`src/rtl/conv_overlap_add_if.sv`:
```
// conv_overlap_add_if
//   Stream bundle for the overlap-add stage.
//   Input side : in_valid / in_ready / in_data[31:0] / in_last (packed block word)
//   Output side: out_valid / out_ready / out_data[OUT_W-1:0] / out_last (samples)
//   master: the environment (drives input words, accepts samples)
//   slave : the overlap-add block
interface conv_overlap_add_if #(
    parameter int OUT_W = 8
);
    logic             in_valid;
    logic             in_ready;
    logic [31:0]      in_data;
    logic             in_last;
    logic             out_valid;
    logic             out_ready;
    logic [OUT_W-1:0] out_data;
    logic             out_last;

    modport master (
        output in_valid, in_data, in_last, out_ready,
        input  in_ready, out_valid, out_data, out_last
    );

    modport slave (
        input  in_valid, in_data, in_last, out_ready,
        output in_ready, out_valid, out_data, out_last
    );
endinterface

```
`src/rtl/conv_overlap_add.sv`:
```
// conv_overlap_add
//   Overlap-adds consecutive packed 4-tap convolution blocks (seven 4-bit
//   partial outputs y0..y6 per word) into one continuous sample stream.
//   Each block emits s0..s3 (y0..y2 plus carried tail, y3), keeps y4..y6 as
//   the tail for the next block, and flushes the tail after a last block.
//   Ports:
//     clk   - clock, all state on rising edge
//     rst_n - asynchronous active-low reset
//     bus   - conv_overlap_add_if.slave (input word stream, output sample stream)
//   Build option: define CONV_OA_SAT_EN to clamp emitted samples to 15.
module conv_overlap_add #(
    parameter int OUT_W = 8
) (
    input logic                  clk,
    input logic                  rst_n,
    conv_overlap_add_if.slave    bus
);

    typedef enum logic [1:0] {IDLE, EMIT, TAIL} state_e;

    state_e           state_q, state_d;
    logic [1:0]       idx_q, idx_d;
    logic [3:0][4:0]  s_q, s_d;
    logic [2:0][3:0]  ov_q, ov_d;
    logic             last_q, last_d;
    logic [OUT_W-1:0] out_data_q, out_data_d;

    logic             accept;
    logic             out_hs;
    logic [3:0][4:0]  sum;
    logic             unused_hi;

    assign unused_hi = ^bus.in_data[31:28];

    function automatic logic [OUT_W-1:0] fmt(input logic [4:0] v);
`ifdef CONV_OA_SAT_EN
        fmt = (v > 5'd15) ? OUT_W'(4'hF) : OUT_W'(v);
`else
        fmt = OUT_W'(v);
`endif
    endfunction

    assign accept = bus.in_valid && (state_q == IDLE);
    assign out_hs = bus.out_ready && (state_q != IDLE);

    always_comb begin
        sum = '0;
        for (int unsigned k = 0; k < 3; k++) begin
            sum[k] = {1'b0, bus.in_data[4*k +: 4]} + {1'b0, ov_q[k]};
        end
        sum[3] = {1'b0, bus.in_data[15:12]};
    end

    // Next-state logic
    always_comb begin
        state_d = state_q;
        case (state_q)
            IDLE: if (accept) state_d = EMIT;
            EMIT: if (out_hs && idx_q == 2'd3) state_d = last_q ? TAIL : IDLE;
            TAIL: if (out_hs && idx_q == 2'd2) state_d = IDLE;
            default: state_d = IDLE;
        endcase
    end

    // Datapath: out_data is preloaded with the next sample at each handshake
    // so the output stays registered while streaming one sample per cycle.
    always_comb begin
        idx_d      = idx_q;
        s_d        = s_q;
        ov_d       = ov_q;
        last_d     = last_q;
        out_data_d = out_data_q;
        case (state_q)
            IDLE: begin
                if (accept) begin
                    s_d        = sum;
                    ov_d       = bus.in_data[27:16];
                    last_d     = bus.in_last;
                    idx_d      = 2'd0;
                    out_data_d = fmt(sum[0]);
                end
            end
            EMIT: begin
                if (out_hs) begin
                    if (idx_q != 2'd3) begin
                        idx_d      = idx_q + 2'd1;
                        out_data_d = fmt(s_q[idx_q + 2'd1]);
                    end else begin
                        idx_d      = 2'd0;
                        out_data_d = last_q ? OUT_W'(ov_q[0]) : '0;
                    end
                end
            end
            TAIL: begin
                if (out_hs) begin
                    if (idx_q != 2'd2) begin
                        idx_d      = idx_q + 2'd1;
                        out_data_d = OUT_W'(ov_q[idx_q + 2'd1]);
                    end else begin
                        idx_d      = 2'd0;
                        ov_d       = '0;
                        out_data_d = '0;
                    end
                end
            end
            default: ;
        endcase
    end

    // Outputs decoded from registered state
    always_comb begin
        bus.in_ready  = (state_q == IDLE);
        bus.out_valid = (state_q != IDLE);
        bus.out_last  = (state_q == TAIL) && (idx_q == 2'd2);
        bus.out_data  = out_data_q;
    end

    always_ff @(posedge clk or negedge rst_n) begin
        if (!rst_n) begin
            state_q    <= IDLE;
            idx_q      <= '0;
            s_q        <= '0;
            ov_q       <= '0;
            last_q     <= 1'b0;
            out_data_q <= '0;
        end else begin
            state_q    <= state_d;
            idx_q      <= idx_d;
            s_q        <= s_d;
            ov_q       <= ov_d;
            last_q     <= last_d;
            out_data_q <= out_data_d;
        end
    end

endmodule
```
`src/flat_wrapper.sv`:
```
// flat-port wrapper written by rule: the top's interface ports become plain ports
module conv_overlap_add_flat 
#(
    parameter int OUT_W = 8
)
  (clk, rst_n, bus_in_valid, bus_in_data, bus_in_last, bus_out_ready, bus_in_ready, bus_out_valid, bus_out_data, bus_out_last);
  conv_overlap_add_if #(.OUT_W(OUT_W)) bus_i ();
  input logic clk;
  input logic rst_n;
  input wire logic [$bits(bus_i.in_valid)-1:0] bus_in_valid;
  input wire logic [$bits(bus_i.in_data)-1:0] bus_in_data;
  input wire logic [$bits(bus_i.in_last)-1:0] bus_in_last;
  input wire logic [$bits(bus_i.out_ready)-1:0] bus_out_ready;
  output wire logic [$bits(bus_i.in_ready)-1:0] bus_in_ready;
  output wire logic [$bits(bus_i.out_valid)-1:0] bus_out_valid;
  output wire logic [$bits(bus_i.out_data)-1:0] bus_out_data;
  output wire logic [$bits(bus_i.out_last)-1:0] bus_out_last;
  assign bus_i.in_valid = bus_in_valid;
  assign bus_i.in_data = bus_in_data;
  assign bus_i.in_last = bus_in_last;
  assign bus_i.out_ready = bus_out_ready;
  assign bus_in_ready = bus_i.in_ready;
  assign bus_out_valid = bus_i.out_valid;
  assign bus_out_data = bus_i.out_data;
  assign bus_out_last = bus_i.out_last;
  conv_overlap_add #(.OUT_W(OUT_W)) u_core (.clk(clk), .rst_n(rst_n), .bus(bus_i));
endmodule
```
`config.mk`:
```
export PLATFORM = sky130hd
export DESIGN_NAME = conv_overlap_add_flat
export DESIGN_NICKNAME = d
export VERILOG_FILES = /design/src/rtl/conv_overlap_add_if.sv /design/src/rtl/conv_overlap_add.sv /design/src/flat_wrapper.sv
export SDC_FILE = /design/constraint.sdc
export NUM_CORES = 1
export LEC_CHECK = 0
export ABC_CLOCK_PERIOD_IN_PS = 2800
export BUFFER_PORTS_ARGS = -buffer_cell sky130_fd_sc_hd__clkbuf_2
export CAP_MARGIN = 40
export CORE_MARGIN = 5
export CORE_UTILIZATION = 45
export CTS_CLUSTER_DIAMETER = 80
export DETAILED_ROUTE_END_ITERATION = 6
export GPL_TIMING_DRIVEN = 1
export HOLD_SLACK_MARGIN = 0.1
export PLACE_DENSITY = 0.77
export SLEW_MARGIN = 0
export SYNTH_ARGS = -nofsm -noshare
export SYNTH_HDL_FRONTEND = slang
export SYNTH_SLANG_ARGS = --single-unit
```
`constraint.sdc`:
```
create_clock -name clk -period 2.8 [get_ports clk]
set_input_delay 0.28 -clock clk [delete_from_list [all_inputs] [get_ports clk]]
set_output_delay 0.28 -clock clk [all_outputs]
set_load 0.005 [all_outputs]
```
==> metrics.csv <==
stage,metric,value,unit
outcome,status,completed,
yosys,syn-cell-area,2556,µm²
global_routing,grt_max_degree,29,
clock_tree,cts.clk_slew.worst_paths,0.08,ns
setup_path,path_cells,inv_1 > ha_1 > mux4_2 > and2_1 > a2111oi_0 > o31ai_1,
power_and_ir_drop,leakage,1.421,nW
detailed_routing,ant_nets,0,
yosys,ys_types,38,
setup_path,critPathSlowestCell,ha_1,
clock_tree,ctsRootBufferMaster,clkbuf_8,
timing,finalSetupViolCount,0,
clock_tree,clk_path_buf_depth,2,
layout,final_nets,354,
floorplan,row_count,27,
setup_path,endpoint_kind,flop,
yosys,synth_top_area_share,40.14,%
placed_design,postPlaceCellArea,2846,µm²
timing,slew_viol_final,0,
global_routing,grt_first_pass_wirelength,9784,µm
power_and_ir_drop,seqPwrFrac,34.2,%
yosys,synth.area.top_cells,"dfrtp_1, ha_1, o21ai_0",
timing,fmax,0.4443,GHz
placed_design,hpwl,4530,µm
power_and_ir_drop,p_switching,1.277,mW
floorplan,die_h,85.37,µm
layout,utilization,53.92,%
layout,final_cell_area,2969,µm²
yosys,ys_ff_latch,41,
global_routing,antenna_found_initial,0,
floorplan,core_area,5507,µm²
setup_path,slowest_delay,0.47,ns
power_and_ir_drop,clockPowerShare,15.1,%
power_and_ir_drop,p_int,1.928,mW
timing,fin_skew,0.006964,ns
clock_tree,htree_levels,2,
placed_design,io_buffers,40,
global_routing,grt_pass1_vias,1972,
detailed_routing,vias,1916,
yosys,async_reset_ff_share,100.0,%
detailed_routing,wirelength,5843,µm
global_routing,grt-ovfl-total,0,
detailed_routing,dr.pass1.iters,4,
yosys,synth_edf_count,0,
clock_tree,tritoncts,done,
timing,tightest_slew,0.5626,ns
detailed_routing,vias_per_cell,5.249,
yosys,synth-warning-count,0,
detailed_routing,drcViolationCount,0,
floorplan,die_area,7288,µm²
power_and_ir_drop,p_per_area,1079,nW/µm²
clock_tree,clkSinkCount,41,
placed_design,place_congestion,0.8651,
clock_tree,cts_buffers,5,
floorplan,io_pins,48,
power_and_ir_drop,swShare,39.85,%
detailed_routing,drtIter0Drc,116,
yosys,ys.flop_type,dfrtp_1,
setup_path,path_class,flop to flop,
setup_path,path_buf_inv,1,
setup_path,cpLargestDelayFamily,compound AO/OA/AOI/OAI gates,
setup_path,critical_path.startpoint_type,flop,
clock_tree,post-cts-setup-buffers,0,
timing,layout_setup_ws,0.5490,ns
layout,drive_gt1_share,24.23,%
yosys,yosysSeqAreaShare,40.14,%
detailed_routing,detail_route.wl_per_cell,16.01,µm
floorplan,die_width,85.37,µm
setup_path,crit_fanout,7,
global_routing,grtUsageTotal,17.13,%
yosys,yosysTopAreaCell,dfrtp_1,
timing,maxSlewHeadroom,62.42,%
power_and_ir_drop,comb_power_share,50.7,%
timing,rsz0062_at_grt,no,
setup_path,arrival,2.41,ns
worst_hold_path,min_path_type,input pin to flop,
yosys,synth_cells,249,
layout,area_delta_synth_final,16.15,%
timing,final_hold_viol_count,0,
floorplan,initial_core_util,46.42,%
layout,num_antenna_cells,0,
job,maxCapViolations,0,
timing,fin_crit_sh,80.39,%
setup_path,cp.required,2.96,ns
yosys,synth_area_per_cell,10.27,µm²
placed_design,dpl_worst_slack,0.6438,ns
timing,final.min_clock_period,2.251,ns
timing,fin_setup_tns,0,ns
clock_tree,clk_latency,0.30,ns
power_and_ir_drop,ir_drop,0.4309,mV
-- cells by family (layout without fill, tap and decap cells) --
group                    count (synthesis)  after routing  share of synthesized area (%)
AO/OA/AOI/OAI                           68             68                          16.30
XOR/XNOR                                 5              5                          1.713
adder cells (fa/ha/maj)                 25             25                          13.12
buffers and inverters                   36             78                          6.216
flip-flops                              41             41                          40.14
multiplexers                            20             20                          10.52
other                                    1              3                         0.1467
AND/OR/NAND/NOR                         53             53                          11.85
-- per-layer routing --
layer / routed length (µm) / GRT usage (%) / up-vias
li1: - / - / 958
met1: 2642 / 22.52 / 896
met2: 2758 / 27.97 / 52
met3: 332 / 4.175 / 10
met4: 110 / 5.036 / 0
met5: 0 / 0 / -
-- cell usage in the layout (no fill, tap or decap), drive strengths merged, types with 2 or more instances in the layout --
master and count:
and2 7, nand2 12, nand3 2, a22oi 3, o22ai 2, o2bb2ai 3, a211oi 3, fa 3
xor2 4, mux4 4, nand3b 13, a21oi 9, nor2 6, clkbuf 45, ha 22, mux2i 4
conb 3, dfrtp 41, o21ai 32, nand2b 3, buf 6, mux2 12, o31ai 7, nor2b 6
inv 24, a21o 5
-- power by group through the flow --
| stage | combinational, mW | sequential, mW | clock (mW) |
|---|---|---|---|
| floorplan | 1.23 | 1.03 | 0 |
| global placement | 1.55 | 1.09 | 0 |
| detailed placement | 1.62 | 1.11 | 0 |
| CTS | 1.63 | 1.10 | 0.495 |
| global route | 1.84 | 1.13 | 0.523 |
| finish | 1.62 | 1.10 | 0.482 |
-- sequential cells by signal, summed over array words and instances (netlist names) --
| register | count |
|---|---|
| u_core.last_q | 1 |
| u_core.ov_q | 12 |
| u_core.idx_q | 2 |
| u_core.s_q | 19 |
| u_core.state_q | 2 |
| u_core.bus.out_data | 5 |
-- cell usage after synthesis, types with 2 or more instances --
| cell type | instances |
|---|---|
| dfrtp_1 | 41 |
| o21ai_0 | 32 |
| inv_1 | 23 |
| ha_1 | 22 |
| nand3b_1 | 13 |
| nand2_1 | 12 |
| mux2_2 | 11 |
| a21oi_1 | 9 |
| and2_1 | 7 |
| o31ai_1 | 7 |
| nor2_1 | 6 |
| nor2b_1 | 6 |
| a21o_1 | 5 |
| clkbuf_1 | 5 |
| buf_2 | 4 |
| mux2i_1 | 4 |
| mux4_2 | 4 |
| xor2_1 | 4 |
| a211oi_1 | 3 |
| a22oi_1 | 3 |
| buf_4 | 3 |
| fa_1 | 3 |
| nand2b_1 | 3 |
| o2bb2ai_1 | 3 |
| nand3_1 | 2 |
| o22ai_1 | 2 |
-- repair_timing --
item / CTS / global route
hold buffers: 1 / 0
hold endpoints to repair: 18 / 0
resized for setup: 0 / 0
-- worst reg2reg max path, stage by stage (launching register included) --
cell       delay, ns
dfrtp_1         0.44
inv_1           0.09
ha_1            0.47
mux4_2          0.35
and2_1          0.17
a2111oi_0       0.46
o31ai_1         0.15
-- metrics by stage --
step / power (mW) / hold WS, ns / std cells
after floorplan: 2.254 / -0.01559 / 251
after global placement: 2.644 / 0.4582 / 355
after detailed placement: 2.723 / 0.2823 / 356
after CTS: 3.219 / 0.2062 / 365
after global routing: 3.500 / 0.2180 / 365
final: 3.205 / 0.2128 / 365
-- layout make-up --
type	count	area [µm²]
well taps	72	90.09
inverters	23	86.33
clock buffers	5	68.82
multi-input cells	174	1379
repair buffers	47	275.3
flip-flops and latches	41	1026
fillers	503	2537
clock inverters	3	43.79
-- final timing paths --
path,from,end,slack (ns),cells after the start
min in group asynchronous,rst_n,u_core.ov_q[6]$_DFFE_PN0P_,0.49,2
max in group asynchronous,rst_n,u_core.s_q[11]$_DFFE_PN0P_,1.83,3
min,bus_in_data[21],u_core.ov_q[5]$_DFFE_PN0P_,0.21,3
min reg2reg,u_core.s_q[11]$_DFFE_PN0P_,u_core.s_q[11]$_DFFE_PN0P_,0.49,2
max reg2reg,u_core.idx_q[1]$_DFFE_PN0P_,u_core.bus.out_data[3]$_DFFE_PN0P_,0.55,6
max,u_core.idx_q[1]$_DFFE_PN0P_,u_core.bus.out_data[3]$_DFFE_PN0P_,0.55,6
Power figures use the tool's default switching activity.
